## src/rtl/page_stream_bridge_if.sv

```systemverilog
`default_nettype none
// ============================================================================
// Module      : page_stream_bridge_if
// Description : Bundles the leaf-interface user channels (vld/ack) and the
//               kernel AXI-stream channels (TDATA/TVALID/TREADY) seen by
//               page_stream_bridge.
//               slave  = the bridge itself.
//               master = the surrounding leaf interface + user kernel.
// Revision    : 1.0 - initial release
// ============================================================================
interface page_stream_bridge_if #(
  parameter int PAYLOAD_BITS  = 32,
  parameter int NUM_IN_PORTS  = 2,
  parameter int NUM_OUT_PORTS = 1
);
  // interface -> kernel direction
  logic [NUM_IN_PORTS*PAYLOAD_BITS-1:0]  dout_leaf_interface2user;
  logic [NUM_IN_PORTS-1:0]               vld_interface2user;
  logic [NUM_IN_PORTS-1:0]               ack_user2interface;
  logic [NUM_IN_PORTS*PAYLOAD_BITS-1:0]  Input_V_TDATA;
  logic [NUM_IN_PORTS-1:0]               Input_V_TVALID;
  logic [NUM_IN_PORTS-1:0]               Input_V_TREADY;
  // kernel -> interface direction
  logic [NUM_OUT_PORTS*PAYLOAD_BITS-1:0] Output_V_TDATA;
  logic [NUM_OUT_PORTS-1:0]              Output_V_TVALID;
  logic [NUM_OUT_PORTS-1:0]              Output_V_TREADY;
  logic [NUM_OUT_PORTS*PAYLOAD_BITS-1:0] din_leaf_user2interface;
  logic [NUM_OUT_PORTS-1:0]              vld_user2interface;
  logic [NUM_OUT_PORTS-1:0]              ack_interface2user;

  modport slave (
    input  dout_leaf_interface2user, vld_interface2user, Input_V_TREADY,
           Output_V_TDATA, Output_V_TVALID, ack_interface2user,
    output ack_user2interface, Input_V_TDATA, Input_V_TVALID,
           Output_V_TREADY, din_leaf_user2interface, vld_user2interface
  );

  modport master (
    output dout_leaf_interface2user, vld_interface2user, Input_V_TREADY,
           Output_V_TDATA, Output_V_TVALID, ack_interface2user,
    input  ack_user2interface, Input_V_TDATA, Input_V_TVALID,
           Output_V_TREADY, din_leaf_user2interface, vld_user2interface
  );
endinterface
`default_nettype wire

```

## src/rtl/page_stream_bridge.sv

```systemverilog
`default_nettype none
// ============================================================================
// Module      : page_stream_bridge
// Description : Buffering bridge between leaf-interface user channels and an
//               HLS kernel's AXI-stream ports. One FWFT FIFO per channel,
//               sticky start gating and a synchronous flush.
//               Optional per-channel push counters: PAGE_BRIDGE_PERF_CNT_EN.
// Revision    : 1.0 - initial release
// ============================================================================
module page_stream_bridge #(
  parameter int PAYLOAD_BITS    = 32,
  parameter int NUM_IN_PORTS    = 2,
  parameter int NUM_OUT_PORTS   = 1,
  parameter int FIFO_DEPTH_BITS = 3
) (
  input  logic                                     ap_clk,
  input  logic                                     ap_rst_n,
  input  logic                                     ap_start,
  input  logic                                     flush,
  output logic                                     ap_start_user,
  page_stream_bridge_if.slave                      bus,
  output logic [(NUM_IN_PORTS+NUM_OUT_PORTS)*32-1:0] perf_cnt
);

  localparam int NCH   = NUM_IN_PORTS + NUM_OUT_PORTS;
  localparam int DEPTH = 1 << FIFO_DEPTH_BITS;
  localparam int AW    = FIFO_DEPTH_BITS;
  localparam int CW    = FIFO_DEPTH_BITS + 1;
  localparam logic [CW-1:0] c_DEPTH = CW'(DEPTH);

  // --------------------------------------------------------------------------
  // Start gating: once started, the kernel stays enabled until reset.
  // --------------------------------------------------------------------------
  typedef enum logic [0:0] {
    IDLE = 1'b0,
    RUN  = 1'b1
  } state_t;

  state_t state_q, state_d;

  // State register
  always_ff @(posedge ap_clk or negedge ap_rst_n) begin
    if (!ap_rst_n) state_q <= IDLE;
    else           state_q <= state_d;
  end

  // Next state and decoded start output (output is a pure function of state)
  always_comb begin
    state_d       = state_q;
    ap_start_user = 1'b0;
    case (state_q)
      IDLE: begin
        if (ap_start) state_d = RUN;
      end
      RUN: begin
        ap_start_user = 1'b1;
      end
      default: state_d = IDLE;
    endcase
  end

  // --------------------------------------------------------------------------
  // Flatten both directions into one channel vector: input channels occupy
  // the low indices, output channels follow. This matches the perf_cnt layout.
  // --------------------------------------------------------------------------
  logic [NCH-1:0]              w_push_vld;
  logic [NCH*PAYLOAD_BITS-1:0] w_push_data;
  logic [NCH-1:0]              w_pop_rdy;
  logic [NCH-1:0]              w_wr_rdy;
  logic [NCH-1:0]              w_rd_vld;
  logic [NCH*PAYLOAD_BITS-1:0] w_rd_data;

  assign w_push_vld  = {bus.Output_V_TVALID, bus.vld_interface2user};
  assign w_push_data = {bus.Output_V_TDATA,  bus.dout_leaf_interface2user};
  assign w_pop_rdy   = {bus.ack_interface2user, bus.Input_V_TREADY};

  assign bus.ack_user2interface      = w_wr_rdy[NUM_IN_PORTS-1:0];
  assign bus.Output_V_TREADY         = w_wr_rdy[NCH-1:NUM_IN_PORTS];
  assign bus.Input_V_TVALID          = w_rd_vld[NUM_IN_PORTS-1:0];
  assign bus.vld_user2interface      = w_rd_vld[NCH-1:NUM_IN_PORTS];
  assign bus.Input_V_TDATA           = w_rd_data[NUM_IN_PORTS*PAYLOAD_BITS-1:0];
  assign bus.din_leaf_user2interface = w_rd_data[NCH*PAYLOAD_BITS-1:NUM_IN_PORTS*PAYLOAD_BITS];

  // --------------------------------------------------------------------------
  // Per-channel first-word-fall-through FIFO
  // --------------------------------------------------------------------------
  for (genvar c = 0; c < NCH; c++) begin : g_chan
    logic [PAYLOAD_BITS-1:0] mem_q [DEPTH];
    logic [CW-1:0]           count_q, count_d;
    logic [AW-1:0]           wr_ptr_q, wr_ptr_d;
    logic [AW-1:0]           rd_ptr_q, rd_ptr_d;
    logic                    w_push;
    logic                    w_pop;

    // Ready/valid derive from the registered count only, so a pop never
    // frees space for a push in the same cycle and there is no bypass.
    assign w_wr_rdy[c] = (count_q != c_DEPTH);
    assign w_rd_vld[c] = (count_q != '0);
    assign w_rd_data[c*PAYLOAD_BITS +: PAYLOAD_BITS] = mem_q[rd_ptr_q];

    assign w_push = w_push_vld[c] & w_wr_rdy[c];
    assign w_pop  = w_pop_rdy[c]  & w_rd_vld[c];

    // Pointer/count update; flush wins over any push or pop in the same cycle
    always_comb begin
      count_d  = count_q;
      wr_ptr_d = wr_ptr_q;
      rd_ptr_d = rd_ptr_q;
      if (flush) begin
        count_d  = '0;
        wr_ptr_d = '0;
        rd_ptr_d = '0;
      end else begin
        if (w_push) wr_ptr_d = wr_ptr_q + AW'(1);
        if (w_pop)  rd_ptr_d = rd_ptr_q + AW'(1);
        case ({w_push, w_pop})
          2'b10:   count_d = count_q + CW'(1);
          2'b01:   count_d = count_q - CW'(1);
          default: count_d = count_q;
        endcase
      end
    end

    // Control registers
    always_ff @(posedge ap_clk or negedge ap_rst_n) begin
      if (!ap_rst_n) begin
        count_q  <= '0;
        wr_ptr_q <= '0;
        rd_ptr_q <= '0;
      end else begin
        count_q  <= count_d;
        wr_ptr_q <= wr_ptr_d;
        rd_ptr_q <= rd_ptr_d;
      end
    end

    // Storage is deliberately unreset; the count alone qualifies its contents
    always_ff @(posedge ap_clk) begin
      if (w_push) mem_q[wr_ptr_q] <= w_push_data[c*PAYLOAD_BITS +: PAYLOAD_BITS];
    end

`ifdef PAGE_BRIDGE_PERF_CNT_EN
    logic [31:0] perf_q;

    // Accepted-push counter, wraps naturally, untouched by flush
    always_ff @(posedge ap_clk or negedge ap_rst_n) begin
      if (!ap_rst_n)   perf_q <= '0;
      else if (w_push) perf_q <= perf_q + 32'd1;
    end

    assign perf_cnt[c*32 +: 32] = perf_q;
`endif
  end

`ifndef PAGE_BRIDGE_PERF_CNT_EN
  assign perf_cnt = '0;
`endif

endmodule
`default_nettype wire

```

## src/flat_wrapper.sv

```systemverilog
// flat-port wrapper written by rule: the top's interface ports become plain ports
module page_stream_bridge_flat 
#(
  parameter int PAYLOAD_BITS    = 32,
  parameter int NUM_IN_PORTS    = 2,
  parameter int NUM_OUT_PORTS   = 1,
  parameter int FIFO_DEPTH_BITS = 3
)
  (ap_clk, ap_rst_n, ap_start, flush, ap_start_user, perf_cnt, bus_dout_leaf_interface2user, bus_vld_interface2user, bus_Input_V_TREADY, bus_Output_V_TDATA, bus_Output_V_TVALID, bus_ack_interface2user, bus_ack_user2interface, bus_Input_V_TDATA, bus_Input_V_TVALID, bus_Output_V_TREADY, bus_din_leaf_user2interface, bus_vld_user2interface);
  page_stream_bridge_if #(.PAYLOAD_BITS(PAYLOAD_BITS), .NUM_IN_PORTS(NUM_IN_PORTS), .NUM_OUT_PORTS(NUM_OUT_PORTS)) bus_i ();
  input  logic ap_clk;
  input  logic ap_rst_n;
  input  logic ap_start;
  input  logic flush;
  output logic ap_start_user;
  output logic [(NUM_IN_PORTS+NUM_OUT_PORTS)*32-1:0] perf_cnt;
  input wire logic [$bits(bus_i.dout_leaf_interface2user)-1:0] bus_dout_leaf_interface2user;
  input wire logic [$bits(bus_i.vld_interface2user)-1:0] bus_vld_interface2user;
  input wire logic [$bits(bus_i.Input_V_TREADY)-1:0] bus_Input_V_TREADY;
  input wire logic [$bits(bus_i.Output_V_TDATA)-1:0] bus_Output_V_TDATA;
  input wire logic [$bits(bus_i.Output_V_TVALID)-1:0] bus_Output_V_TVALID;
  input wire logic [$bits(bus_i.ack_interface2user)-1:0] bus_ack_interface2user;
  output wire logic [$bits(bus_i.ack_user2interface)-1:0] bus_ack_user2interface;
  output wire logic [$bits(bus_i.Input_V_TDATA)-1:0] bus_Input_V_TDATA;
  output wire logic [$bits(bus_i.Input_V_TVALID)-1:0] bus_Input_V_TVALID;
  output wire logic [$bits(bus_i.Output_V_TREADY)-1:0] bus_Output_V_TREADY;
  output wire logic [$bits(bus_i.din_leaf_user2interface)-1:0] bus_din_leaf_user2interface;
  output wire logic [$bits(bus_i.vld_user2interface)-1:0] bus_vld_user2interface;
  assign bus_i.dout_leaf_interface2user = bus_dout_leaf_interface2user;
  assign bus_i.vld_interface2user = bus_vld_interface2user;
  assign bus_i.Input_V_TREADY = bus_Input_V_TREADY;
  assign bus_i.Output_V_TDATA = bus_Output_V_TDATA;
  assign bus_i.Output_V_TVALID = bus_Output_V_TVALID;
  assign bus_i.ack_interface2user = bus_ack_interface2user;
  assign bus_ack_user2interface = bus_i.ack_user2interface;
  assign bus_Input_V_TDATA = bus_i.Input_V_TDATA;
  assign bus_Input_V_TVALID = bus_i.Input_V_TVALID;
  assign bus_Output_V_TREADY = bus_i.Output_V_TREADY;
  assign bus_din_leaf_user2interface = bus_i.din_leaf_user2interface;
  assign bus_vld_user2interface = bus_i.vld_user2interface;
  page_stream_bridge #(.PAYLOAD_BITS(PAYLOAD_BITS), .NUM_IN_PORTS(NUM_IN_PORTS), .NUM_OUT_PORTS(NUM_OUT_PORTS), .FIFO_DEPTH_BITS(FIFO_DEPTH_BITS)) u_core (.ap_clk(ap_clk), .ap_rst_n(ap_rst_n), .ap_start(ap_start), .flush(flush), .ap_start_user(ap_start_user), .bus(bus_i), .perf_cnt(perf_cnt));
endmodule
```

## config.mk

```make
export PLATFORM = sky130hd
export DESIGN_NAME = page_stream_bridge_flat
export DESIGN_NICKNAME = d
export VERILOG_FILES = /design/src/rtl/page_stream_bridge_if.sv /design/src/rtl/page_stream_bridge.sv /design/src/flat_wrapper.sv
export SDC_FILE = /design/constraint.sdc
export NUM_CORES = 1
export LEC_CHECK = 0
export CORE_MARGIN = 2
export CORE_UTILIZATION = 30
export CTS_BUF_LIST = sky130_fd_sc_hd__clkbuf_8 sky130_fd_sc_hd__clkbuf_16
export DETAILED_ROUTE_END_ITERATION = 10
export DONT_BUFFER_PORTS = 1
export SKIP_LAST_GASP = 1
export SLEW_MARGIN = 15
export SYNTH_ARGS = -nofsm -noshare
export SYNTH_HDL_FRONTEND = slang
export SYNTH_SLANG_ARGS = --single-unit
```

## constraint.sdc

```tcl
create_clock -name ap_clk -period 3.64 [get_ports ap_clk]
set_clock_uncertainty 0.05 [all_clocks]
set_input_delay 0.728 -clock ap_clk [delete_from_list [all_inputs] [get_ports ap_clk]]
set_output_delay 0.728 -clock ap_clk [all_outputs]
set_load 0.01 [all_outputs]
```

==> impl_summary.txt <==
----------------------------------------------------
[Layout]
  Number of standard cells in the layout, taps in and fillers out ... 2983
  Layout fillers ... 9657
  P&R area growth vs syn ... 14.8%
  Total Nets Final ... 1636
  Fraction of final layout cells with drive strength greater than 1 ... 32.4%
  Utilization after layout ... 34.6%

[Critical path]
  Maximum fanout encountered on the critical timing path ... 23
  Max stage delay cell, worst path ... sky130_fd_sc_hd__dfrtp_4
  Sort of element at the end of the critical path ... primary output
  Required time reported for the critical path endpoint ... 2860 ps
  Arrival time worst endpoint ... 2650 ps
  Largest incremental delay on the critical path ... 740 ps
  CP cell instances ... buf_4 -> mux4_2 -> mux2_2
  Path type of the worst setup path ... reg2out
  CP Launch Type ... register

[Power and ir drop]
  Power Dens Cells ... 642 nW/um2
  Leakage power figure ... 11.3 nW
  Peak supply drop ... 417 uV
  Sum of internal, switching and leakage power ... 0.0233 W

[STA]
  Final number of setup-violating endpoints ... 0
  Highest attainable clock frequency ... 292 MHz
  Final clock period utilization by the worst path ... 94.2%
  Max-slew violation count ... 0
  Worst rel slew slack ... 56.1%
  Final TNS setup ... 0 ps
  Clock period minus final worst setup slack ... 3430 ps
  Transition at the pin with the smallest max-transition slack ... 659 ps
  Final hold vios ... 0
  Setup repair after global routing missed its margin ... no

[Place]
  Number of placed instances with taps included ... 2820
  Half-perimeter wire length after placement ... 37.6 mm
  Number of buffers inserted by port buffering ... 0
  Routability Congestion ... 0.701

[Logic synthesis]
  Area contributors post-synth ... sky130_fd_sc_hd__edfxtp_1 73%, sky130_fd_sc_hd__mux4_2 14%, sky130_fd_sc_hd__mux2_2 3.5%, sky130_fd_sc_hd__dfrtp_1 2.5%, sky130_fd_sc_hd__buf_4 2.3%
  Most instantiated library cell after synthesis ... sky130_fd_sc_hd__edfxtp_1
  Most frequently used flop master after synthesis ... sky130_fd_sc_hd__edfxtp_1
  Yosys top cell by area ... sky130_fd_sc_hd__edfxtp_1
  Number of enable-type register cells in the synthesized netlist ... 768
  Top cell types by occurrence after synthesis ... 768 x sky130_fd_sc_hd__edfxtp_1, 192 x sky130_fd_sc_hd__mux4_2, 98 x sky130_fd_sc_hd__mux2_2, 96 x sky130_fd_sc_hd__buf_4, 45 x sky130_fd_sc_hd__clkbuf_1
  Portion of the post-synthesis area used by sequential elements ... 75.4%
  Number of register bits inferred by synthesis ... 799
  Cell area after synthesis ... 31600 um2
  Mean Syn Cell Area ... 21.7 um2
  Asr flop ratio synth ... 3.88%
  Share of the synthesized area in the top cell type ... 73.0%
  Library cells used by synthesis ... 41
  Post-Synthesis Cells ... 1454
  Warnings, synthesis ... 0

[Clock network]
  Maximum count of clock buffers along a single path ... 3
  Number of levels in the clock H-tree ... 3
  Number of buffers created by CTS ... 85
  Clock network latency to the later pin of the worst-skew pair ... 660 ps
  Clock slew at reported path FFs ... 60 ps
  Cells resized by post-CTS repair ... 0
  Clock tree root driver cell ... sky130_fd_sc_hd__clkbuf_16
  Count of clock tree sinks ... 799
  Buffers inserted by post-CTS timing repair ... 0
  CTS hold repair buffers ... 2
  Clock tree from TritonCTS ... done

[Die]
  Number of rows created at floorplan ... 119
  Top-Level Pins ... 305
  Y dimension of the die ... 329 um
  CORE AREA ... 105000 um2
  Die X-Extent ... 329 um
  Starting density of the core ... 30.1%
  Die area ... 108000 um2

[Flow run]
  Max cap viols ... 0

[Route]
  Drt via density ... 4.63
  Vias ... 13800
  Total wirelength of the detailed-routed design ... 64.8 mm
  Remaining design rule violation count ... 0
  TritonRoute pass-1 iters ... 5
  Remaining antenna violation count ... 0
  Violation count after the first detailed-route iteration ... 760
  Final routed wire length divided by cell count ... 21.7 um

[Global routing]
  Antenna violations before repair ... 0
  Aggregate global routing overflow ... 0
  Number of global-route vias before repair ... 14600
  Overall routing resource usage ... 11.9%
  Wire length of the first global-routing pass ... 95.2 mm
  Maximum number of pins on one net before global-route repair ... 67

[Worst hold path]
  Type of the most critical hold path ... in2reg

[Outcome]
  Run status ... complete, no violations

----------------------------------------------------
[worst max-delay path, delay by kind of cell, from the launching register on]
family | cells | cell delay, ps
flops | 1 | 740
buf+inv | 1 | 360
mux | 2 | 850
[registers in the layout (all words and copies together) (netlist names)]
| name | flops |
|---|---|
| u_core.g_chan.count_q | 12 |
| u_core.g_chan.mem_q | 768 |
| u_core.g_chan.rd_ptr_q | 9 |
| u_core.g_chan.wr_ptr_q | 9 |
| u_core.state_q | 1 |
[final timing paths]
| check | startpoint | cells after the start | slack (ps) | to |
|---|---|---|---|---|
| max | u_core.g_chan[2].rd_ptr_q[0]$_DFFE_PN0P_ | 3 | 210 | bus_din_leaf_user2interface[8] |
| min | flush | 1 | 70 | u_core.g_chan[1].rd_ptr_q[1]$_DFFE_PN0P_ |
| max reg2reg | u_core.g_chan[0].count_q[1]$_DFFE_PN0P_ | 4 | 920 | u_core.g_chan[0].mem_q[1][23]$_DFFE_PP_ |
| min reg2reg | u_core.state_q$_DFF_PN0_ | 1 | 490 | u_core.state_q$_DFF_PN0_ |
| max in group asynchronous | ap_rst_n | 2 | 2810 | u_core.g_chan[0].rd_ptr_q[2]$_DFFE_PN0P_ |
| min in group asynchronous | ap_rst_n | 2 | 480 | u_core.g_chan[1].count_q[3]$_DFFE_PN0P_ |
[cells by family (layout without fill, tap and decap cells)]
family / Yosys count / count (layout) / synth area share [%]
buffers and inverters: 169 / 211 / 3.31
DFF: 799 / 799 / 75.4
other: 1 / 97 / 0.0119
adders and majority gates: 12 / 12 / 0.475
AOI/OAI and AO/OA: 52 / 52 / 1.30
muxes: 293 / 293 / 17.3
xor gates and xnor gates: 14 / 14 / 0.388
and+or+nand+nor: 114 / 114 / 1.80
[final cells by class]
class                           instances  area (um2)  area share, %
Inverter                                3        11.3         0.0310
Multi-Input combinational cell        581        7270           20.1
Clock buffer                           89        2180           6.02
Antenna cell                            1        2.50        0.00690
Tap cell                             1391        1740           4.80
Sequential cell                       799       23900           65.8
Timing Repair Buffer                   48         588           1.62
Clock inverter                         71         618           1.70
[cells in the final DEF, fill, tap and decap left out, drive strengths merged, types with 7 or more instances in the layout]
cell and n:
buf 47, mux4 192, nand2 27, xor2 9, edfxtp 768, nor2 32, inv 26, ha 12
clkbuf 89, or2 8, conb 96, nor3 9, mux2 98, nand3 11, a21oi 23, clkinv 40
nand2b 7, dfrtp 31
[stage by stage]
stage               hold WS, ps  worst slack [ps]  area, um2
floorplan                   382               347      32000
global placement            386               837      33400
detailed placement          386               834      33400
CTS                        1.93              94.1      36300
global route               21.0              16.6      36300
finish                     73.2               210      36300
[power breakdown]
group          leakage (nW)  switching [W]  internal, W
registers              7.38       0.000397       0.0106
clock network          1.43        0.00364      0.00477
logic                  2.47        0.00195      0.00194
total                  11.3        0.00598       0.0173
[per-layer routing]
| metal | vias to the layer above | part of all wire, % | GRT usage [%] |
|---|---|---|---|
| met2 | 432 | 50 | 19.9 |
| met5 | - | 0 | 0 |
| met3 | 86 | 8.0 | 4.01 |
| met4 | 0 | 2.1 | 3.91 |
| met1 | 7369 | 40 | 14.6 |
| li1 | 5939 | - | - |
No activity file was read; power rests on OpenSTA's default activity.
